--- config.mk ---
export PLATFORM = sky130hd
export DESIGN_NAME = id_ex_stage
export DESIGN_NICKNAME = d
export VERILOG_FILES = /design/src/rtl/id_ex_stage.sv
export SDC_FILE = /design/constraint.sdc
export NUM_CORES = 1
export LEC_CHECK = 0
export CORE_AREA = 3 3 245 247
export DETAILED_ROUTE_END_ITERATION = 7
export DIE_AREA = 0 0 248 250
export GPL_TIMING_DRIVEN = 0
export HOLD_SLACK_MARGIN = 0.03
export SLEW_MARGIN = 10
export SYNTH_ARGS = -nofsm -noshare
export SYNTH_HDL_FRONTEND = slang
export SYNTH_SLANG_ARGS = --single-unit
--- constraint.sdc ---
create_clock -name clk -period 2.1 [get_ports clk]
set_input_delay 0.525 -clock clk [delete_from_list [all_inputs] [get_ports clk]]
set_output_delay 0.525 -clock clk [all_outputs]
set_load 0.03 [all_outputs]
--- src/rtl/id_ex_stage.sv ---
// id_ex_stage: ID/EX pipeline register with load-use hazard detection, flush
// bubbles and saturating stall/flush event counters.
module id_ex_stage #(
    parameter int XLEN  = 64,
    parameter int CNT_W = 32
) (
    input  logic             clk,
    input  logic             reset,
    input  logic             id_valid,
    input  logic [XLEN-1:0]  id_pc,
    input  logic [XLEN-1:0]  id_rdata1,
    input  logic [XLEN-1:0]  id_rdata2,
    input  logic [XLEN-1:0]  id_imm,
    input  logic [4:0]       id_rs1,
    input  logic [4:0]       id_rs2,
    input  logic [4:0]       id_rd,
    input  logic             id_uses_rs1,
    input  logic             id_uses_rs2,
    input  logic [3:0]       id_funct4,
    input  logic [7:0]       id_ctrl,
    input  logic             flush,
    output logic             ex_valid,
    output logic [XLEN-1:0]  ex_pc,
    output logic [XLEN-1:0]  ex_rdata1,
    output logic [XLEN-1:0]  ex_rdata2,
    output logic [XLEN-1:0]  ex_imm,
    output logic [4:0]       ex_rs1,
    output logic [4:0]       ex_rs2,
    output logic [4:0]       ex_rd,
    output logic [3:0]       ex_funct4,
    output logic [7:0]       ex_ctrl,
    output logic             stall,
    output logic [CNT_W-1:0] stall_cnt,
    output logic [CNT_W-1:0] flush_cnt
);
    logic             valid_q, valid_d;
    logic [XLEN-1:0]  pc_q, pc_d, rdata1_q, rdata1_d, rdata2_q, rdata2_d, imm_q, imm_d;
    logic [4:0]       rs1_q, rs1_d, rs2_q, rs2_d, rd_q, rd_d;
    logic [3:0]       funct4_q, funct4_d;
    logic [7:0]       ctrl_q, ctrl_d;
    logic [CNT_W-1:0] stall_cnt_q, stall_cnt_d, flush_cnt_q, flush_cnt_d;
    logic             hz, kill;

    // ctrl[6] is memread: a load in EX whose rd feeds a source read in ID
    assign hz = id_valid & valid_q & ctrl_q[6] & (rd_q != 5'd0) &
                ((id_uses_rs1 & (rd_q == id_rs1)) | (id_uses_rs2 & (rd_q == id_rs2)));
    assign kill  = flush | hz;
    assign stall = hz & ~flush & ~reset;

    always_comb begin
        valid_d     = ~kill & id_valid;
        pc_d        = kill ? '0 : id_pc;
        rdata1_d    = kill ? '0 : id_rdata1;
        rdata2_d    = kill ? '0 : id_rdata2;
        imm_d       = kill ? '0 : id_imm;
        rs1_d       = kill ? '0 : id_rs1;
        rs2_d       = kill ? '0 : id_rs2;
        rd_d        = kill ? '0 : id_rd;
        funct4_d    = kill ? '0 : id_funct4;
        ctrl_d      = valid_d ? id_ctrl : '0;
        stall_cnt_d = (hz & ~flush & ~&stall_cnt_q) ? stall_cnt_q + 1'b1 : stall_cnt_q;
        flush_cnt_d = (flush & ~&flush_cnt_q) ? flush_cnt_q + 1'b1 : flush_cnt_q;
    end

    always_ff @(posedge clk) begin
        if (reset) begin
            valid_q     <= 1'b0;
            pc_q        <= '0;
            rdata1_q    <= '0;
            rdata2_q    <= '0;
            imm_q       <= '0;
            rs1_q       <= '0;
            rs2_q       <= '0;
            rd_q        <= '0;
            funct4_q    <= '0;
            ctrl_q      <= '0;
            stall_cnt_q <= '0;
            flush_cnt_q <= '0;
        end else begin
            valid_q     <= valid_d;
            pc_q        <= pc_d;
            rdata1_q    <= rdata1_d;
            rdata2_q    <= rdata2_d;
            imm_q       <= imm_d;
            rs1_q       <= rs1_d;
            rs2_q       <= rs2_d;
            rd_q        <= rd_d;
            funct4_q    <= funct4_d;
            ctrl_q      <= ctrl_d;
            stall_cnt_q <= stall_cnt_d;
            flush_cnt_q <= flush_cnt_d;
        end
    end

    assign ex_valid  = valid_q;
    assign ex_pc     = pc_q;
    assign ex_rdata1 = rdata1_q;
    assign ex_rdata2 = rdata2_q;
    assign ex_imm    = imm_q;
    assign ex_rs1    = rs1_q;
    assign ex_rs2    = rs2_q;
    assign ex_rd     = rd_q;
    assign ex_funct4 = funct4_q;
    assign ex_ctrl   = ctrl_q;
    assign stall_cnt = stall_cnt_q;
    assign flush_cnt = flush_cnt_q;
endmodule

# [Word level (Yosys, flattened, before mapping)]
# Index checks and enable logic that the tools add are counted.
[op_classes] addsub=2 n_eq_ne=2 bitwise_logic=17 reduce_logical=7
[ops] op="adder 32 x 1 -> 32 bit, second input constant" count=2
[ops] op="AND reduction 32 bit" count=2
[ops] op="bitwise AND 1 bit" count=11
[ops] op="== test 5 bit" count=2
[ops] op="nonzero test 5 bit" count=1
[ops] op="NOT 1 bit" count=4
[ops] op="OR reduction 2 bit" count=2
[ops] op="zero test 1 bit" count=2
[ops] op="OR 1 bit" count=2
[totals] register_bits=348 inputBits=289 out_inout_bits=349 wordCells=40

# [Logic depth before layout (Yosys ltp)]
# Gate-level depths: netlist of run 1.
[depth] word_depth=9 ltp_mapped=8

# [Least setup slack after synthesis of run 1]
# OpenSTA, ideal clock, no wires.
[synth_path] kind="reg2reg" startpoint="register stall_cnt_q[25] (netlist: stall_cnt[25])" endpoint="register stall_cnt_q[1] (netlist: stall_cnt[1])" setup_time_ns=0.128 t_arrival_ns=2.176 required_ns=1.972 path_slack_ns=-0.204 stages_incl_launch_ff=9 n_path_buf=2 synth_period_minus_slack_ns=2.304 path_cell_list="dfxtp_1 -> nand4_2 -> or3_1 -> or4_4 -> nand3_2 -> buf_6 -> buf_6 -> mux2i_1 -> nor2_1"
[synth_between] elab_chain_len=3
[synth_rtl] element="start: declaration" line_no="41" text="logic [CNT_W-1:0] stall_cnt_q, stall_cnt_d, flush_cnt_q, flush_cnt_d;"
[synth_rtl] element="start signal: assignment" line_no="90" text="stall_cnt_q <= stall_cnt_d;"
[synth_rtl] element="AND reduction 32 bit" line_no="61" text="stall_cnt_d = (hz & ~flush & ~&stall_cnt_q) ? stall_cnt_q + 1'b1 : stall_cnt_q;"
[synth_rtl] element="zero test 1 bit" line_no="61"
[synth_rtl] element="bitwise AND 1 bit" line_no="61"
# No other way between the ends.
# A chain may end at the register's enable or synchronous reset.

# [Final worst setup path of run 1]
[layout_path] startpoint="input port id_rs2[0]" endpoint="output port stall"
[layout_between] elab_chain_len=6
[layout_rtl] element="start: declaration" line_no="15" text="input logic [4:0] id_rs2,"
[layout_rtl] element="== test 5 bit" line_no="46" text="((id_uses_rs1 & (rd_q == id_rs1)) | (id_uses_rs2 & (rd_q == id_rs2)));"
[layout_rtl] element="bitwise AND 1 bit" line_no="46"
[layout_rtl] element="OR 1 bit" line_no="46"
[layout_rtl] element="bitwise AND 1 bit" line_no="45" text="assign hz = id_valid & valid_q & ctrl_q[6] & (rd_q != 5'd0) &"
[layout_rtl] element="bitwise AND 1 bit (2 in series)" line_no="48" text="assign stall = hz & ~flush & ~reset;"
[layout_rtl] element="end: declaration" line_no="32" text="output logic stall,"
# No other way between the ends.

==> results of run 1 <==
==> registers in the layout, indices dropped and copies added (netlist names), 8 cells and up <==
register   count
ex_pc         64
stall_cnt     32
ex_rdata1     64
ex_rdata2     64
ex_imm        64
ex_ctrl        8
flush_cnt     32
==> metal layers <==
metal  global-route usage (%)  share of wire [%]
met5                    0.954              0.066
met3                     6.19                 10
met2                     23.6                 48
met1                     16.3                 38
met4                     5.30                3.2
==> worst paths after layout <==
kind | cells after the start | endpoint | startpoint | slack [ns]
worst max-delay path | 7 | stall | id_rs2[0] | -0.33
worst min-delay path | 2 | ex_rs1[4]$_SDFF_PP0_ | id_rs1[4] | 0.39
worst max register to register | 10 | stall_cnt[13]$_SDFFE_PP0P_ | ex_rd[1]$_SDFF_PP0_ | -0.13
worst min register to register | 2 | stall_cnt[5]$_SDFFE_PP0P_ | stall_cnt[5]$_SDFFE_PP0P_ | 0.48
==> cells in the mapped netlist (2+ instances only) <==
cell,instances,area (µm²)
sky130_fd_sc_hd__a21oi_1,29,145
sky130_fd_sc_hd__a31oi_1,2,12.5
sky130_fd_sc_hd__and2_1,279,1750
sky130_fd_sc_hd__and3_1,13,81.3
sky130_fd_sc_hd__and4_1,8,70.1
sky130_fd_sc_hd__buf_2,2,10.0
sky130_fd_sc_hd__buf_6,4,45.0
sky130_fd_sc_hd__clkbuf_1,41,154
sky130_fd_sc_hd__dfxtp_1,348,6970
sky130_fd_sc_hd__ha_1,2,25.0
sky130_fd_sc_hd__inv_1,6,22.5
sky130_fd_sc_hd__mux2i_1,4,40.0
sky130_fd_sc_hd__nand2_1,30,113
sky130_fd_sc_hd__nand2b_1,2,12.5
sky130_fd_sc_hd__nand3_1,18,90.1
sky130_fd_sc_hd__nand3_2,2,20.0
sky130_fd_sc_hd__nand4_1,22,138
sky130_fd_sc_hd__nor2_1,45,169
sky130_fd_sc_hd__nor2b_1,4,25.0
sky130_fd_sc_hd__nor3_1,11,55.1
sky130_fd_sc_hd__nor4_1,5,31.3
sky130_fd_sc_hd__o21ai_0,9,45.0
sky130_fd_sc_hd__o21ai_1,11,55.1
sky130_fd_sc_hd__o31ai_1,8,60.1
sky130_fd_sc_hd__or3_1,24,150
sky130_fd_sc_hd__or4_1,13,97.6
sky130_fd_sc_hd__xnor2_1,23,201
sky130_fd_sc_hd__xor2_1,15,131
==> layout make-up <==
| cell class | instances | area [µm²] | share of cell area, % |
|---|---|---|---|
| diodes | 2 | 5.00 | 0.0247 |
| plain buffers | 46 | 438 | 2.16 |
| clock buffers | 54 | 1190 | 5.86 |
| clock inverters | 15 | 124 | 0.612 |
| inverters | 6 | 22.5 | 0.111 |
| multi-input cells | 594 | 3960 | 19.5 |
| flip-flops and latches | 348 | 7060 | 34.9 |
| well taps | 765 | 957 | 4.73 |
| repair buffers | 667 | 6500 | 32.1 |
==> report_power, final <==
part	leakage (nW)	internal, W	total [W]	switching, W
Sequential	2.87	0.00680	0.00688	0.0000734
Combinational	6.02	0.000899	0.00175	0.000853
Clock	0.649	0.00410	0.00694	0.00284
Total	9.54	0.0118	0.0156	0.00377
==> what timing repair did <==
item | CTS | global route
cloned | 0 | 6
endpoints found under the setup margin | 562 | 377
resized for setup | 363 | 132
buffers inserted | 9 | 16
pin swaps | 7 | 12
==> cells by family after synthesis <==
family | Yosys count | synth area share [%]
AOI/OAI and AO/OA | 64 | 3.37
xor gates and xnor gates | 38 | 3.06
adders and majority gates | 2 | 0.230
buffers and inverters | 53 | 2.13
DFF | 348 | 64.1
muxes | 6 | 0.610
and+or+nand+nor | 483 | 26.5
==> stage by stage <==
step / cells / setup TNS, ns
after detailed placement: 2396 / -473.74
after global routing: 2497 / -15.02
after CTS: 2474 / -3.95
final: 2497 / -4.14
after global placement: 2395 / -739.14
after floorplan: 994 / -0.00489
==> worst max-delay path, delay by kind of cell <==
family                    cells  cell delay (ns)
xor gates and xnor gates      1             0.13
AOI/OAI and AO/OA             1             0.22
and+or+nand+nor               3             0.38
buffers and inverters         2             0.65
==> Implementation_results.wiki, run 1 <==
{| class="wikitable"
! Metric !! Value
|-
| Result of the run || finished, violations left
|-
| Violated checks || negative setup slack
|-
| Wire length per cell || 18.7 µm
|-
| Global Route Usage Sum || 14.3%
|-
| Largest buffer count on any clock path || 3
|-
| Number of H-tree levels || 2
|-
| Clock skew after layout || 0.0120 ns
|-
| Synth-to-layout area growth || 86.4%
|-
| CP max stage delay || 0.50 ns
|-
| Overflow left after global routing || 0
|-
| Initial Utilization || 18.8%
|-
| Minimum hold slack || 0.387 ns
|-
| Number of failing setup endpoints in the final timing report || 39
|-
| Post-Syn Instances || 994
|-
| Total power per unit cell area || 769 mW/mm²
|-
| Share of post-route cells with drive strength above 1 || 13.4%
|-
| Critical Path Start Type || input pin
|-
| Max FO, Critical Path || 2
|-
| Most instantiated flip-flop cell in the synthesis netlist || sky130_fd_sc_hd__dfxtp_1
|-
| Number of storage elements in the synthesis netlist || 348
|-
| Share of synthesized flip-flops with an asynchronous set or reset || 0%
|-
| Worst Max-Slew Pin Slew || 0.741 ns
|-
| Vias in the first global route || 9977
|-
| Hold Violations, Final || 0
|-
| Worst Setup Slack post-DPL || -1.77 ns
|-
| Total power draw || 0.0156 W
|-
| Highest-count cells in the layout ignoring fill and taps || sky130_fd_sc_hd__clkdlybuf4s50_1, sky130_fd_sc_hd__dfxtp_1, sky130_fd_sc_hd__and2_1
|-
| Post-Synthesis Cell Area || 0.0109 mm²
|-
| Die Ht || 250 µm
|-
| Cells traversed along the worst timing path || clkdlybuf4s50_1 > xnor2_1 > nand4_1 > o22ai_4 > nand2_1 > nor2_2 > buf_6
|-
| # IOs || 638
|-
| RePlAce Congestion || 0.859
|-
| Unrepaired setup endpoints after global routing || true
|-
| First-pass GRT wire length || 65.9 mm
|-
| CTS sink count || 348
|-
| Number of inserted filler cells in the final layout || 5820
|-
| Placeable core region || 0.0578 mm²
|-
| Worst IR drop on VDD || 0.594 mV
|-
| Ratio of routed vias to standard cells || 3.90
|-
| Placed cell area || 0.0183 mm²
|-
| Rows || 88
|-
| Synthesized Nets || 1285
|-
| Data arrival time of the worst path || 1.90 ns
|-
| Cell with the biggest individual delay on the critical path || sky130_fd_sc_hd__clkdlybuf4s50_1
|-
| Post-route standard cell area excluding fillers || 0.0202 mm²
|-
| Worst-path clk slew || 0.05 ns
|-
| Number of enable flip-flop cells after synthesis || 0
|-
| Violation count after the first detailed-route iteration || 360
|-
| Sequential fraction of the synthesis area || 64.1%
|-
| Die W || 248 µm
|-
| Total DRC errors in the routed layout || 0
|-
| Count of warnings emitted by yosys || 0
|-
| Post-CTS Hold Fix Bufs || 0
|-
| Share of the clock period used by the worst path after layout || 116%
|-
| Time the worst path needs with I/O delays and setup || 2.43 ns
|-
| Average footprint of a synthesized cell || 10.9 µm²
|-
| Count of buffers inserted at the top-level ports || 636
|-
| Latest clock arrival within the worst-skew pair || 0.54 ns
|-
| Pins over their slew limit || 0
|-
| Fmax || 412 MHz
|-
| CTS tree || built
|-
| Number of buffers created by CTS || 41
|-
| WL final || 46.8 mm
|-
| Residual antenna-violating net count after detailed routing || 0
|-
| Total of max-cap violations || 0
|-
| Via count || 9740
|-
| Number of antenna violations at the first check in global routing || 10
|-
| Most frequent standard cell in the layout excluding fill and tap cells || sky130_fd_sc_hd__clkdlybuf4s50_1
|-
| Worst setup path category || in2out
|-
| Final setup margin || -0.326 ns
|-
| Die outline area || 0.0620 mm²
|-
| Hold/Removal Path Class || in2reg
|-
| Leakage dissipation || 9.54 nW
|-
| Distinct cell type count of the synthesized netlist || 42
|-
| Half-perimeter wire length of the detailed placement result || 36.8 mm
|-
| Layout Utilization || 35.0%
|-
| Library cell used as clock root buffer || sky130_fd_sc_hd__clkbuf_16
|-
| Drt pass-1 iters || 4
|-
| Critical path endpoint category || output pin
|-
| Worst Path Required || 1.57 ns
|-
| Final #Nets || 1995
|-
| Worst slew margin || 50.6%
|-
| Largest net degree at the start of global routing || 14
|}
(Power assumes the default switching activity.)
==> inputs of run 2 (changes only) <==
Settings changed: CTS_CLUSTER_DIAMETER set to 60.
==> Implementation_results.wiki, run 2 (synthesis gave the netlist of run 1 again) <==
{| class="wikitable"
! Metric !! Value
|-
| Rows || 88 (unchanged)
|-
| Total power per unit cell area || 798 mW/mm² (was 769 mW/mm²)
|-
| Hold-critical path depth || 2 (unchanged)
|-
| Max FO, Critical Path || 2 (unchanged)
|-
| Total DRC errors in the routed layout || 0 (unchanged)
|-
| Half-perimeter wire length of the detailed placement result || 36.8 mm (unchanged)
|-
| CTS tree || built (unchanged)
|-
| Overflow left after global routing || 0 (unchanged)
|-
| Synth-to-layout area growth || 83.0% (was 86.4%)
|-
| Fraction of power consumed by combinational cells || 10.6% (was 11.2%)
|-
| Worst setup path category || in2out (unchanged)
|-
| Minimum hold slack || 0.384 ns (was 0.387 ns)
|-
| Fmax || 409 MHz (was 412 MHz)
|-
| Share of post-route cells with drive strength above 1 || 11.8% (was 13.4%)
|-
| Critical Path Start Type || input pin (unchanged)
|-
| Library cell used as clock root buffer || sky130_fd_sc_hd__clkbuf_16 (unchanged)
|-
| Die Ht || 250 µm (unchanged)
|-
| Count of buffers inserted at the top-level ports || 636 (unchanged)
|-
| Layout Utilization || 34.4% (was 35.0%)
|-
| Pins over their slew limit || 0 (unchanged)
|-
| Violation count after the first detailed-route iteration || 326 (was 360)
|-
| Hold/Removal Path Class || in2reg (unchanged)
|-
| Critical path endpoint category || output pin (unchanged)
|-
| Worst IR drop on VDD || 0.541 mV (was 0.594 mV)
|-
| Final cell count without fillers || 2493 (was 2497)
|-
| P_int || 0.0119 W (was 0.0118 W)
|-
| First-pass GRT wire length || 65.7 mm (was 65.9 mm)
|-
| Latest clock arrival within the worst-skew pair || 0.56 ns (was 0.54 ns)
|-
| Hold Violations, Final || 0 (unchanged)
|-
| Time the worst path needs with I/O delays and setup || 2.44 ns (was 2.43 ns)
|-
| Residual antenna-violating net count after detailed routing || 0 (unchanged)
|-
| Highest-count cells in the layout ignoring fill and taps || sky130_fd_sc_hd__dlygate4sd2_1, sky130_fd_sc_hd__dfxtp_1, sky130_fd_sc_hd__clkdlybuf4s50_1 (was sky130_fd_sc_hd__clkdlybuf4s50_1, sky130_fd_sc_hd__dfxtp_1, sky130_fd_sc_hd__and2_1)
|-
| Share of the clock period used by the worst path after layout || 116% (about the same)
|-
| Data arrival time of the worst path || 1.92 ns (was 1.90 ns)
|-
| Unrepaired setup endpoints after global routing || true (unchanged)
|-
| Placed instance count || 2396 (unchanged)
|-
| Number of buffers created by CTS || 42 (was 41)
|-
| Worst Path Required || 1.57 ns (about the same)
|-
| Result of the run || finished, violations left (unchanged)
|-
| Worst Max-Slew Pin Slew || 0.652 ns (was 0.741 ns)
|-
| Number of cells on the worst reg-to-reg path || 9 (was 10)
|-
| Number of H-tree levels || 2 (unchanged)
|-
| Final setup margin || -0.345 ns (was -0.326 ns)
|-
| Global Route Usage Sum || 14.3% (about the same)
|-
| Share of total power consumed by net switching || 24.7% (was 24.2%)
|-
| # IOs || 638 (unchanged)
|-
| Share of power burned in registers || 43.4% (was 44.2%)
|-
| Leakage dissipation || 9.26 nW (was 9.54 nW)
|-
| Die W || 248 µm (unchanged)
|-
| WL final || 46.1 mm (was 46.8 mm)
|-
| Worst-path clk slew || 0.06 ns (was 0.05 ns)
|-
| Violated checks || negative setup slack (unchanged)
|-
| Final #Nets || 1985 (was 1995)
|-
| Initial Utilization || 18.8% (unchanged)
|-
| Ratio of routed vias to standard cells || 3.90 (about the same)
|-
| Number of antenna violations at the first check in global routing || 10 (unchanged)
|-
| Largest buffer count on any clock path || 3 (unchanged)
|-
| Number of failing setup endpoints in the final timing report || 29 (was 39)
|-
| Largest net degree at the start of global routing || 14 (unchanged)
|-
| Drt pass-1 iters || 4 (unchanged)
|-
| CTS sink count || 348 (unchanged)
|-
| Vias in the first global route || 9973 (was 9977)
|-
| Total of max-cap violations || 0 (unchanged)
|-
| Worst slew margin || 56.5% (was 50.6%)
|-
| Most frequent standard cell in the layout excluding fill and tap cells || sky130_fd_sc_hd__dlygate4sd2_1 (was sky130_fd_sc_hd__clkdlybuf4s50_1)
|-
| Clk pwr share || 46.0% (was 44.6%)
|-
| Number of inserted filler cells in the final layout || 5905 (was 5820)
|-
| Post-CTS Hold Fix Bufs || 0 (unchanged)
|-
| Via count || 9715 (was 9740)
|-
| Die outline area || 0.0620 mm² (unchanged)
|-
| Wire length per cell || 18.5 µm (was 18.7 µm)
|-
| RePlAce Congestion || 0.859 (unchanged)
|-
| Placeable core region || 0.0578 mm² (unchanged)
|-
| Clock skew after layout || 0.0270 ns (was 0.0120 ns)
|-
| Total net switching power || 0.00391 W (was 0.00377 W)
|}
==> run 2: changes by cell type in the layout (fill, tap and decap cells not counted), sizes merged <==
| cell | before | now |
|---|---|---|
| inv | 10 | 11 |
| buf | 51 | 30 |
| clkinvlp | 2 | 3 |
| nand3 | 21 | 20 |
| clkbuf | 81 | 93 |
| bufinv | 1 | 2 |
| clkinv | 8 | 11 |
| clkdlybuf4s15 | 1 | 2 |
| clkdlybuf4s50 | 333 | 292 |
| dlygate4sd2 | 250 | 320 |
| dlymetal6s2s | 51 | 21 |
==> run 2: final cells by class <==
cell class                 instances  area [µm²]  area share, %
inverter                           6        22.5          0.113
clock inverter                    21         218           1.09
clock buffer                      55        1190           5.99
buffer                            46         374           1.88
tap                              765         957           4.81
antenna                            2        5.00         0.0252
sequential                       348        7060           35.5
multi-input combinational        593        3840           19.3
timing repair buffer             657        6220           31.3
==> run 2: path summary, 6_finish.rpt <==
check                                          startpoint                    endpoint  slack (ns)
worst min-delay path                            id_rs1[3]        ex_rs1[3]$_SDFF_PP0_        0.38
worst max register to register        ex_rd[2]$_SDFF_PP0_  stall_cnt[10]$_SDFFE_PP0P_       -0.12
worst min register to register  stall_cnt[5]$_SDFFE_PP0P_   stall_cnt[5]$_SDFFE_PP0P_        0.48
worst max-delay path                            id_rs2[1]                       stall       -0.34
==> run 2: repair_timing <==
item                                    in CTS  in global routing
buffers inserted                             6                 12
pin swaps                                    5                  4
gates cloned                                 0                  2
endpoints found under the setup margin     636                297
gates resized for setup                    405                 99
==> run 2: layer usage <==
metal	GRT usage [%]	vias to the layer above	routed length [µm]
met5	0.954	-	119
met4	5.57	8	1530
met3	6.19	83	4640
met2	23.3	414	22000
met1	16.3	4534	17800
li1	-	4676	-
==> run 2: worst max-delay path: stages <==
cell	delay, ns
sky130_fd_sc_hd__clkdlybuf4s50_1	0.52
sky130_fd_sc_hd__xnor2_1	0.13
sky130_fd_sc_hd__nand4_1	0.14
sky130_fd_sc_hd__o22ai_4	0.22
sky130_fd_sc_hd__nand2_1	0.09
sky130_fd_sc_hd__nor2_2	0.14
sky130_fd_sc_hd__buf_6	0.15
==> run 2: power groups by stage <==
stage | Clock (W) | Sequential (W) | Combinational (W)
after floorplan | 0 | 0.00747 | 0.000230
after global placement | 0 | 0.00704 | 0.00179
after detailed placement | 0 | 0.00704 | 0.00180
after CTS | 0.00756 | 0.00689 | 0.00170
after global routing | 0.00781 | 0.00689 | 0.00179
final | 0.00730 | 0.00688 | 0.00169
==> run 2: metrics by stage <==
step	power, W	setup WS [ns]	setup TNS (ns)	cell area, µm²
2_1_floorplan	0.00770	-0.00489	-0.00489	10900
3_3_place_gp	0.00883	-2.71	-739.14	18200
3_5_place_dp	0.00884	-1.77	-473.74	18300
4_1_cts	0.0161	-0.349	-2.28	19500
5_1_grt	0.0165	-0.428	-7.37	19900
6_report	0.0159	-0.345	-2.98	19900
==> inputs of run 3 (changes only) <==
Settings changed: MAX_ROUTING_LAYER set to met4, PLACE_DENSITY set to 0.45.
==> Implementation_results.wiki, run 3 (synthesis gave the netlist of run 1 again) <==
{| class="wikitable"
! Metric !! Value
|-
| M3 GR Usage || 6.01% (was 6.19%)
|-
| Met1 routing resource usage after global routing || 17.0% (was 16.3%)
|-
| Clock skew after layout || 0.0180 ns (was 0.0270 ns)
|-
| Final #Nets || 2043 (was 1985)
|-
| Fmax || 424 MHz (was 409 MHz)
|-
| Most common cell type on the critical path || sky130_fd_sc_hd__buf_6
|-
| Placeable core region || 0.0578 mm² (unchanged)
|-
| Latest clock arrival within the worst-skew pair || 0.57 ns (was 0.56 ns)
|-
| Worst reg2reg path startpoint || ex_rd[2]$_SDFF_PP0_ (unchanged)
|-
| Wire length per cell || 20.3 µm (was 18.5 µm)
|-
| Unrepaired setup endpoints after global routing || true (unchanged)
|-
| Worst Path Required || 2.59 ns (was 1.57 ns)
|-
| Violated checks || negative setup slack (unchanged)
|-
| Worst setup path category || in2reg (was in2out)
|-
| Overflow left after global routing || 0 (unchanged)
|-
| Drt pass-1 iters || 4 (unchanged)
|-
| Rows || 88 (unchanged)
|-
| Critical path endpoint category || flop (was output pin)
|-
| CTS tree || built (unchanged)
|-
| # IOs || 638 (unchanged)
|-
| Cell with the biggest individual delay on the critical path || sky130_fd_sc_hd__clkdlybuf4s50_1 (unchanged)
|-
| Number of buffers created by CTS || 45 (was 42)
|-
| Die outline area || 0.0620 mm² (unchanged)
|-
| Endpoint of the worst register-to-register path || stall_cnt[29]$_SDFFE_PP0P_ (was stall_cnt[10]$_SDFFE_PP0P_)
|-
| Highest-count cells in the layout ignoring fill and taps || sky130_fd_sc_hd__dlygate4sd2_1, sky130_fd_sc_hd__dfxtp_1, sky130_fd_sc_hd__clkdlybuf4s50_1 (unchanged)
|-
| Total power per unit cell area || 780 mW/mm² (was 798 mW/mm²)
|-
| Number of antenna violations at the first check in global routing || 4 (was 10)
|-
| Worst-path clk slew || 0.06 ns (about the same)
|-
| Hold Violations, Final || 0 (unchanged)
|-
| Residual antenna-violating net count after detailed routing || 0 (unchanged)
|-
| Total of max-cap violations || 0 (unchanged)
|-
| Time the worst path needs with I/O delays and setup || 2.36 ns (was 2.44 ns)
|-
| Number of H-tree levels || 2 (unchanged)
|-
| Die W || 248 µm (unchanged)
|-
| Worst IR drop on VDD || 0.754 mV (was 0.541 mV)
|-
| Via count || 9828 (was 9715)
|-
| Result of the run || finished, violations left (unchanged)
|-
| Largest buffer count on any clock path || 3 (unchanged)
|-
| Share of the clock period used by the worst path after layout || 112% (was 116%)
|-
| Total power draw || 0.0168 W (was 0.0159 W)
|-
| Setup slack of the worst register-to-register path || -0.24 ns (was -0.12 ns)
|-
| Die Ht || 250 µm (unchanged)
|-
| Global routing's busiest layer || met2 (unchanged)
|-
| Data arrival time of the worst path || 2.85 ns (was 1.92 ns)
|-
| Share of post-route cells with drive strength above 1 || 19.3% (was 11.8%)
|-
| Ratio of routed vias to standard cells || 3.85 (was 3.90)
|-
| Hold/Removal Path Class || in2reg (unchanged)
|-
| Critical Path Source || id_rs1[3] (was id_rs2[1])
|-
| Leakage dissipation || 9.85 nW (was 9.26 nW)
|-
| Total Neg Setup Slack || -14.41 ns (was -2.98 ns)
|-
| Half-perimeter wire length of the detailed placement result || 39.0 mm (was 36.8 mm)
|-
| CTS sink count || 348 (unchanged)
|-
| WL final || 51.8 mm (was 46.1 mm)
|-
| Critical Path Start Type || input pin (unchanged)
|-
| Worst Max-Slew Pin Slew || 0.639 ns (was 0.652 ns)
|-
| Number of cells on the worst reg-to-reg path || 12 (was 9)
|-
| Synth-to-layout area growth || 98.1% (was 83.0%)
|-
| Library cell used as clock root buffer || sky130_fd_sc_hd__clkbuf_16 (unchanged)
|-
| RePlAce Congestion || 0.819 (was 0.859)
|-
| Final setup margin || -0.259 ns (was -0.345 ns)
|-
| Worst slew margin || 57.4% (was 56.5%)
|-
| Most frequent standard cell in the layout excluding fill and tap cells || sky130_fd_sc_hd__dlygate4sd2_1 (unchanged)
|-
| Initial Utilization || 18.8% (unchanged)
|-
| Met2 GRT Util || 27.1% (was 23.3%)
|-
| Vias in the first global route || 9953 (was 9973)
|-
| Global Route Usage Sum || 15.8% (was 14.3%)
|-
| Pins over their slew limit || 0 (unchanged)
|-
| Number of inserted filler cells in the final layout || 5844 (was 5905)
|-
| Capture point of the critical path || stall_cnt[29]$_SDFFE_PP0P_ (was stall)
|-
| Total DRC errors in the routed layout || 0 (unchanged)
|-
| Largest net degree at the start of global routing || 13 (was 14)
|-
| Number of failing setup endpoints in the final timing report || 279 (was 29)
|-
| First-pass GRT wire length || 69.0 mm (was 65.7 mm)
|-
| CP max stage delay || 0.51 ns (was 0.52 ns)
|-
| Violation count after the first detailed-route iteration || 367 (was 326)
|-
| Max FO, Critical Path || 6 (was 2)
|-
| Cells traversed along the worst timing path || clkdlybuf4s50_1 > xnor2_1 > nand4_1 > o22ai_4 > buf_4 > buf_6 > buf_8 > nand3_4 > buf_12 > buf_6 > or3_4 > a21oi_2 (was clkdlybuf4s50_1 > xnor2_1 > nand4_1 > o22ai_4 > nand2_1 > nor2_2 > buf_6)
|-
| Count of buffers inserted at the top-level ports || 636 (unchanged)
|-
| Minimum hold slack || 0.326 ns (was 0.384 ns)
|}
-- run 3: final cells by class --
cell class / instances / area [µm²] / share of cell area [%]
Timing Repair Buffer: 714 / 7250 / 33.7
Buffer: 44 / 602 / 2.80
Antenna cell: 3 / 7.51 / 0.0349
Sequential cell: 348 / 7050 / 32.8
Tap cell: 765 / 957 / 4.45
Clock buffer: 60 / 1290 / 6.01
Multi-Input combinational cell: 593 / 4090 / 19.0
Inverter: 6 / 22.5 / 0.105
Clock inverter: 19 / 248 / 1.15
-- run 3: critical path: cells and delay by family --
kind	cells	cell delay [ns]
buffers and inverters	6	1.18
AND/OR/NAND/NOR	3	0.69
AO/OA/AOI/OAI	2	0.30
XOR/XNOR	1	0.13
-- run 3: worst min-delay path by stage --
stage / from / cells past startpoint / end / slack [ns]
detailed placement: stall_cnt[5]$_SDFFE_PP0P_ / 2 / stall_cnt[5]$_SDFFE_PP0P_ / 0.48
CTS: id_rs2[0] / 2 / ex_rs2[0]$_SDFF_PP0_ / 0.32
floorplan: stall_cnt[5]$_SDFFE_PP0P_ / 2 / stall_cnt[5]$_SDFFE_PP0P_ / 0.53
global route: id_rs1[1] / 2 / ex_rs1[1]$_SDFF_PP0_ / 0.30
finish: id_rs1[1] / 2 / ex_rs1[1]$_SDFF_PP0_ / 0.33
global placement: stall_cnt[5]$_SDFFE_PP0P_ / 2 / stall_cnt[5]$_SDFFE_PP0P_ / 0.47
-- run 3: what timing repair did --
item | 4_1_cts | 5_1_grt
hold buffers | 0 | 0
endpoints found under the setup margin | 663 | 319
resized for setup | 503 | 184
setup buffers | 21 | 20
gates cloned | 4 | 35
pin swaps | 42 | 18
-- run 3: where the power goes --
| part | switching [W] | total, W | internal [W] |
|---|---|---|---|
| Sequential | 0.0000642 | 0.00687 | 0.00681 |
| Combinational | 0.000928 | 0.00199 | 0.00107 |
| Clock | 0.00308 | 0.00792 | 0.00485 |
-- run 3: routing by layer --
| layer | routed length, µm | up-vias |
|---|---|---|
| li1 | - | 4796 |
| met3 | 4610 | 54 |
| met5 | 0 | - |
| met2 | 26300 | 360 |
| met1 | 20100 | 4618 |
| met4 | 829 | 0 |
-- run 3: stage by stage --
| stage | utilization [%] | std cells | cell area (µm²) | worst slack, ns |
|---|---|---|---|---|
| 6_report | 37.2 | 2552 | 21500 | -0.259 |
| 5_1_grt | 37.2 | 2551 | 21500 | -0.357 |
| 4_1_cts | 34.8 | 2499 | 20100 | -0.322 |
| 3_5_place_dp | 31.6 | 2396 | 18300 | -1.62 |
| 3_3_place_gp | 31.6 | 2395 | 18200 | -2.22 |
| 2_1_floorplan | - | 994 | 10900 | -0.00489 |
